$ cat src/rtl/life_grid_engine.sv
// Conway's Life board engine: clears, edits and evolves an ROWS x COLS board driven by game_state.
// Define LIFE_TORUS_EN for a toroidal board; otherwise out-of-board neighbours are dead.
module life_grid_engine #(
  parameter int unsigned ROWS     = 8,
  parameter int unsigned COLS     = 8,
  parameter int unsigned TICK_DIV = 1000000,
  parameter int unsigned GEN_W    = 16
) (
  input  logic                            clka,
  input  logic                            rst_n,
  input  logic [1:0]                      game_state,
  input  logic                            btn0,
  input  logic                            btn1,
  output logic [ROWS*COLS-1:0]            grid,
  output logic [$clog2(ROWS*COLS)-1:0]    cursor,
  output logic [GEN_W-1:0]                gen_count,
  output logic                            busy
);

  localparam int unsigned N   = ROWS * COLS;
  localparam int unsigned CW  = $clog2(N);
  localparam int unsigned TW  = $clog2(TICK_DIV);
  localparam int unsigned RW  = (ROWS > 1) ? $clog2(ROWS) : 1;
  localparam int unsigned CCW = (COLS > 1) ? $clog2(COLS) : 1;

  localparam logic [1:0] GsIdle    = 2'b00;
  localparam logic [1:0] GsProgram = 2'b01;
  localparam logic [1:0] GsRun     = 2'b10;
  localparam logic [1:0] GsPause   = 2'b11;

  typedef enum logic [2:0] {
    StClear,
    StEdit,
    StWait,
    StScan,
    StCommit,
    StHold
  } state_e;

  state_e           state_q, state_d;
  logic [N-1:0]     grid_q, grid_d;
  logic [N-1:0]     next_q, next_d;
  logic [CW-1:0]    cursor_q, cursor_d;
  logic [GEN_W-1:0] gen_q, gen_d;
  logic [TW-1:0]    tick_q, tick_d;
  logic             busy_q, busy_d;
  logic [RW-1:0]    row_q, row_d;
  logic [CCW-1:0]   col_q, col_d;
  logic             btn0_q, btn1_q;

  logic             btn0_edge, btn1_edge;
  logic [CW-1:0]    scan_idx;
  logic [3:0]       nbr_cnt;
  logic             next_bit;
  logic             scan_last;

  assign btn0_edge = btn0 & ~btn0_q;
  assign btn1_edge = btn1 & ~btn1_q;
  assign scan_idx  = CW'(int'(row_q) * int'(COLS) + int'(col_q));
  assign scan_last = (row_q == RW'(ROWS - 1)) && (col_q == CCW'(COLS - 1));

  // Neighbour count is always taken from the committed board, never the shadow buffer.
  always_comb begin : nbr_count
    int r;
    int c;
    logic [CW-1:0] nidx;
    r       = 0;
    c       = 0;
    nidx    = '0;
    nbr_cnt = '0;
    for (int dr = -1; dr <= 1; dr++) begin
      for (int dc = -1; dc <= 1; dc++) begin
        r = int'(row_q) + dr;
        c = int'(col_q) + dc;
`ifdef LIFE_TORUS_EN
        if (r < 0) r = int'(ROWS) - 1;
        else if (r >= int'(ROWS)) r = 0;
        if (c < 0) c = int'(COLS) - 1;
        else if (c >= int'(COLS)) c = 0;
        if (!(dr == 0 && dc == 0)) begin
          nidx    = CW'(r * int'(COLS) + c);
          nbr_cnt = nbr_cnt + 4'(grid_q[nidx]);
        end
`else
        if (!(dr == 0 && dc == 0) && r >= 0 && r < int'(ROWS) && c >= 0 && c < int'(COLS)) begin
          nidx    = CW'(r * int'(COLS) + c);
          nbr_cnt = nbr_cnt + 4'(grid_q[nidx]);
        end
`endif
      end
    end
  end

  assign next_bit = (nbr_cnt == 4'd3) | (grid_q[scan_idx] & (nbr_cnt == 4'd2));

  always_comb begin
    state_d  = state_q;
    grid_d   = grid_q;
    next_d   = next_q;
    cursor_d = cursor_q;
    gen_d    = gen_q;
    tick_d   = tick_q;
    busy_d   = busy_q;
    row_d    = row_q;
    col_d    = col_q;
    unique case (game_state)
      GsIdle: begin
        state_d  = StClear;
        grid_d   = '0;
        cursor_d = '0;
        gen_d    = '0;
        tick_d   = '0;
        busy_d   = 1'b0;
      end
      GsProgram: begin
        // Entering edit aborts any pass; the shadow buffer is simply never committed.
        state_d = StEdit;
        busy_d  = 1'b0;
        if (btn1_edge) grid_d[cursor_q] = ~grid_q[cursor_q];
        if (btn0_edge) cursor_d = (cursor_q == CW'(N - 1)) ? '0 : cursor_q + 1'b1;
      end
      GsRun, GsPause: begin
        case (state_q)
          StScan: begin
            next_d[scan_idx] = next_bit;
            if (scan_last) begin
              state_d = StCommit;
            end else if (col_q == CCW'(COLS - 1)) begin
              col_d = '0;
              row_d = row_q + 1'b1;
            end else begin
              col_d = col_q + 1'b1;
            end
          end
          StCommit: begin
            grid_d  = next_q;
            gen_d   = gen_q + 1'b1;
            busy_d  = 1'b0;
            state_d = (game_state == GsRun) ? StWait : StHold;
          end
          default: begin
            if (game_state == GsRun) begin
              if (tick_q == TW'(TICK_DIV - 1)) begin
                tick_d  = '0;
                row_d   = '0;
                col_d   = '0;
                busy_d  = 1'b1;
                state_d = StScan;
              end else begin
                tick_d  = tick_q + 1'b1;
                state_d = StWait;
              end
            end else begin
              state_d = StHold;
            end
          end
        endcase
      end
    endcase
  end

  always_ff @(posedge clka or negedge rst_n) begin
    if (!rst_n) begin
      state_q  <= StClear;
      grid_q   <= '0;
      next_q   <= '0;
      cursor_q <= '0;
      gen_q    <= '0;
      tick_q   <= '0;
      busy_q   <= 1'b0;
      row_q    <= '0;
      col_q    <= '0;
      btn0_q   <= 1'b0;
      btn1_q   <= 1'b0;
    end else begin
      state_q  <= state_d;
      grid_q   <= grid_d;
      next_q   <= next_d;
      cursor_q <= cursor_d;
      gen_q    <= gen_d;
      tick_q   <= tick_d;
      busy_q   <= busy_d;
      row_q    <= row_d;
      col_q    <= col_d;
      btn0_q   <= btn0;
      btn1_q   <= btn1;
    end
  end

  assign grid      = grid_q;
  assign cursor    = cursor_q;
  assign gen_count = gen_q;
  assign busy      = busy_q;

endmodule
$ cat config.mk
export PLATFORM = sky130hd
export DESIGN_NAME = life_grid_engine
export DESIGN_NICKNAME = d
export VERILOG_FILES = /design/src/rtl/life_grid_engine.sv
export SDC_FILE = /design/constraint.sdc
export NUM_CORES = 1
export LEC_CHECK = 0
export ABC_AREA = 1
export BUFFER_PORTS_ARGS = -buffer_cell sky130_fd_sc_hd__buf_4
export CAP_MARGIN = 0
export CORE_MARGIN = 4
export CORE_UTILIZATION = 62
export DETAILED_ROUTE_END_ITERATION = 8
export GPL_ROUTABILITY_DRIVEN = 0
export PLACE_DENSITY = 0.81
export SLEW_MARGIN = 20
export SYNTH_ARGS = -nofsm -noshare
export SYNTH_HDL_FRONTEND = slang
export SYNTH_SLANG_ARGS = --single-unit
$ cat constraint.sdc
create_clock -name clka -period 7.7 [get_ports clka]
set_input_delay 1.54 -clock clka [delete_from_list [all_inputs] [get_ports clka]]
set_output_delay 1.54 -clock clka [all_outputs]
set_load 0.02 [all_outputs]
======== Word level (Yosys, flattened, before mapping) ========
Cells that the tools add are included.
storage, ports and cells
  register bits ........................... 182
  input port bits ......................... 6
  output and inout port bits .............. 87
  word-level logic and storage cells ...... 192
operators by class
  $add $sub $neg .......................... 25
  order comparisons ....................... 24
  equality and inequality tests ........... 22
  mux-type cells .......................... 64
  bitwise gates (word level) .............. 8
  reduce and logical (&&, ||, !) cells .... 38
operator list
  operator               count
  $pmux 64 s3            1
  $bwmux 64              2
  $mux 64                2
  $lt 6x7->1 const B     10
  $bmux 1 s6             10
  $mux 20                3
  $pmux 20 s2            1
  $pmux 16 s2            1
  $mux 3                 10
  $logic_and 1x1->1      22
  $add 20x1->20 const B  1
  $add 4x1->4            5
  $eq 20x20->1 const B   1
  $mux 4                 5
  $add 6x4->6            3
  $add 6x5->6            3
  $pmux 3 s2             3
  $add 16x1->16 const B  1
  $mux 1                 16
  $mux 16                1
  $ne 2x2->1 const B     8
  $add 6x6->6            2
  $demux 1 s6            2
  $ge 6x1->1 const B     2
  35 further kinds       66

======== Longest topological paths before layout ========
  depth in word-level cells ............... 24
  depth in mapped cells ................... 47

======== Least setup slack after synthesis ========
No wires, ideal clock.
  kind .................................... reg-to-reg
  start ................................... reg col_q[0]
  end ..................................... reg next_q[16]
  setup time .............................. 0.065 ns
  arrival ................................. 6.864 ns
  required time ........................... 7.635 ns
  setup slack ............................. 0.771 ns
  cell stages (with the launch flop) ...... 41
  path buffers ............................ 4
  clock period less this slack ............ 6.929 ns
  path through ............................ dfrtp_1 buf_4 inv_2 buf_6 clkbuf_1 ha_1 ha_1 inv_2 fa_1 inv_1 o21ai_0 a21oi_1 nor4_1 ha_1 inv_1 nor2_1 ha_1 o21ai_0 [... 5 more ...] or2_2 nand2_1 inv_1 ha_1 nand2_1 nand2_1 ha_1 or2_2 and2_1 ha_1 ha_1 nand2_1 o21ai_2 nand3_4 nor2_8 buf_12 nand3_2 nand2_1
between the ends
  word-level cells in the longest chain between the ends .. 23
ends and longest elaborated chain
  what                                                               RTL line  text
  from (decl)                                                        48        logic [CCW-1:0] col_q, col_d;
  from (signal assigned)                                             184       col_q <= col_d;
  $add 4x1->5                                                        74        c = int'(col_q) + dc;
  $add 6x5->6 or $ge 5x1->1 (tied branches)                          86, 85
  $bmux 1 s6 or $logic_and 1x1->1 (tied branches)                    87, 85
  $mux 1 (implied by the code) or $logic_and 1x1->1 (tied branches)  87, 85
  $mux 1                                                             85        if (!(dr == 0 && dc == 0) && r >= 0 && r < int'(ROWS) && c >= 0 && c < int'(COLS)) begin
  $add 1x1->2                                                        87        nbr_cnt = nbr_cnt + 4'(grid_q[nidx]);
  $mux 2                                                             85
  $add 2x1->3                                                        87
  [... 7 more ...]                                                   -
  $add 4x1->4                                                        87
  $mux 4                                                             85
  $add 4x1->4                                                        87
  $mux 4                                                             85
  $eq 4x2->1                                                         94        assign next_bit = (nbr_cnt == 4'd3) | (grid_q[scan_idx] & (nbr_cnt == 4'd2));
  $and 1x1->1                                                        94
  $or 1x1->1                                                         94
  $bwmux 64 (*)                                                      125       next_d[scan_idx] = next_bit;
  to (signal assigned)                                               178       next_q <= next_d;
  to (decl)                                                          42        logic [N-1:0] next_q, next_d;
Every way passes the cells marked *; elsewhere a longest branch is shown, timed or not. The select of a mux whose other input is x is not followed.
A chain may end at the register's enable or synchronous reset.

======== Worst setup path after layout ========
  start ................................... reg col_q[0]
  end ..................................... reg next_q[60]
Same word-level chain as after synthesis.

==> impl_metrics.py <==
metrics = {
    "worst_hold_path": {
        "holdCritPathClass": "reg2reg",
    },
    "drt": {
        "drcViolationCount": 0,
        "wl_um": 45300,
        "vias": 14700,
        "via_per_inst": 6.15,
        "dr.pass1.iters": 6,
        "ant_nets": 0,
        "wl_per_cell_um": 18.9,
        "first_iter_violations": 1875,
    },
    "outcome": {
        "status": "finished, final reports clean",
    },
    "grt": {
        "top_usage_layer": "met2",
        "gr-usage-all-layers": 0.366,
        "use_met2": 0.583,
        "grt_pass1_vias": 13900,
        "grtUsageMet1": 0.472,
        "antenna_found_initial": 0,
        "met3_usage": 0.0748,
        "grt_max_degree": 117,
        "grt-ovfl-total": 0,
        "grt_pass1_wl_um": 72100,
    },
    "floorplanning": {
        "rows": 54,
        "coreArea_um2": 21800,
        "initial_core_util": 0.630,
        "die-area_um2": 24600,
        "die_h_um": 157,
        "die_w_um": 157,
        "io_pins": 93,
    },
    "synth": {
        "synth.cell_area_um2": 13800,
        "avgSynthCellArea_um2": 6.73,
        "synth_top_flop_cell": "dfrtp_1",
        "yosys_warnings": 0,
        "synth.distinct_cells": 57,
        "yosysSeqAreaShare": 0.331,
        "synth_edf_count": 0,
        "synth_top_area_frac": 0.331,
        "async_reset_ff_frac": 1.00,
        "synth-seq-cells": 182,
        "postSynthCellCount": 2044,
        "yosysTopAreaCell": "dfrtp_1",
        "syn_nets": 2083,
        "ys_top_cells_by_area": "dfrtp_1 (33%), nand2_1 (13%), nor2_1 (10%)",
    },
    "setup_path": {
        "worst_setup_path_end_kind": "register",
        "startpoint_type": "register",
        "cp_max_fo": 63,
        "critPathSlowestCell": "dfrtp_2",
        "worstPathRequired_ps": 8090,
        "crit_buf_inv": 6,
        "path_delay_family": "adder cells",
        "cp.arrival_ps": 7740,
        "path_class": "reg2reg",
        "cp_slowest_stage_delay_ps": 390,
        "path_common_cell": "ha_1",
    },
    "timing": {
        "hold_viol_final": 0,
        "fin_crit_ps": 7350,
        "fmax_mhz": 136,
        "tightest_slew_ps": 1280,
        "slew_headroom": 0.144,
        "skew_ps": 16.6,
        "setup_viol": 0,
        "slew_violations": 0,
        "finalCritPeriodShare": 0.954,
    },
    "clock_network": {
        "worst_skew_pair.late_latency_ps": 450,
        "cts_num_sinks": 182,
        "cts_tree": "built",
        "clk_pin_slew_worst_paths_ps": 80,
        "htree_levels": 4,
        "cts_buffer_depth": 2,
        "cts-root-buf": "clkbuf_16",
        "cts_buffers": 17,
        "ctsHoldBuffers": 0,
    },
    "layout": {
        "postLayoutCoreUtil": 0.696,
        "drive_above_1_share": 0.142,
        "num-fill-cells": 1874,
        "nets": 2140,
        "n_antenna_cell": 0,
        "syn_to_final_growth_pct": 10.4,
    },
    "place": {
        "place_hpwl_um": 30300,
        "io_buffer_count": 92,
    },
    "flow_run": {
        "maxCapViolCount": 0,
    },
}
## registers in the layout, indices dropped and copies added, names as in the netlist
signal	flops
btn0_q	1
btn1_q	1
busy	1
col_q	3
cursor	6
gen_count	16
grid	64
next_q	64
row_q	3
state_q	3
tick_q	20
## cell usage in the layout (no fill, tap or decap), types with 4 or more instances in the layout
master and instances:
nand4_1 12, nand2_1 476, o31ai_1 4, inv_2 14
buf_4 124, a22oi_1 10, o22a_1 6, nor2_1 369
xor2_1 9, nor3_1 85, a21oi_1 175, inv_1 198
clkinv_4 4, nand3_2 73, or2_2 6, clkinv_1 4
inv_8 5, nor4_1 7, o22ai_1 33, nand3_1 60
o21ai_0 108, nand2_4 8, dfrtp_1 181, nand2_2 14
xnor2_1 4, a31oi_1 4, ha_1 29, mux2i_1 10
buf_12 4, clkbuf_16 17
## cells in the mapped netlist, drive strengths merged, types with 2 or more instances
cell type / number
a211oi: 2
a21oi: 176
a221oi: 3
a22oi: 10
a31oi: 4
and2: 2
buf: 45
clkbuf: 49
clkinv: 5
dfrtp: 182
fa: 3
ha: 30
inv: 214
mux2i: 10
nand2: 498
nand3: 136
nand3b: 2
nand4: 13
nor2: 374
nor3: 86
nor4: 7
o2111ai: 3
o211ai: 3
o21ai: 113
o21bai: 2
o221ai: 3
o22a: 6
o22ai: 33
o2bb2ai: 2
o31ai: 4
o32ai: 2
or2: 6
xnor2: 4
xor2: 9
## timing repair
action	in CTS	in global routing
endpoints found under the setup margin	0	59
gates resized for setup	0	6
setup buffers	0	10
## final cells by class
type                            instances  area [µm²]  share of cell area
Multi-Input combinational cell       1550        7840               0.516
Sequential cell                       182        4560               0.300
Timing Repair Buffer                  130        1040              0.0682
Inverter                              219         830              0.0546
Clock buffer                           18         439              0.0289
Tap cell                              280         350              0.0231
Clock inverter                         13         133             0.00873
Timing Repair inverter                  1        5.00            0.000330
## per-stage QoR
step	area, µm²	setup TNS [ps]	setup WS, ps	hold slack (ps)	instances
after global placement	14500	0	576	462	2350
after detailed placement	14500	0	473	465	2350
final	15200	0	352	484	2393
after CTS	15100	0	299	484	2381
after global routing	15200	-4.00	-4.00	506	2393
after floorplan	13800	0	771	448	2044
## metal layers
| layer | up-vias | routed length, µm |
|---|---|---|
| met5 | - | 0 |
| met4 | 0 | 2950 |
| met3 | 228 | 5410 |
| met2 | 975 | 20200 |
| met1 | 6740 | 16800 |
| li1 | 6765 | - |
## tightest hold or removal path, stage by stage (launching register included)
cell,delay [ps]
dfrtp_1,350
nand2_1,50
nand2_1,60
## final timing paths
kind                            cells past startpoint  slack, ps        from             to
worst max-delay path                               36        350    col_q[0]     next_q[60]
worst min-delay path                                2        480  next_q[39]     next_q[39]
worst max register to register                     36        350    col_q[0]     next_q[60]
worst min register to register                      2        480  next_q[39]     next_q[39]
max in group asynchronous                           2       5030       rst_n        grid[7]
min in group asynchronous                           1       1180       rst_n  gen_count[14]
## kinds of logic after synthesis
| logic type | count (synthesis) | synth area share |
|---|---|---|
| and+or+nand+nor | 1125 | 0.372 |
| AOI/OAI and AO/OA | 368 | 0.148 |
| buffers and inverters | 313 | 0.102 |
| DFF | 182 | 0.331 |
| adders and majority gates | 33 | 0.0316 |
| xor gates and xnor gates | 13 | 0.00828 |
| muxes | 10 | 0.00728 |
Power is left out: the tool's default activity adds up to more than one toggle a clock period on the data nets, which glitch-free logic cannot reach.
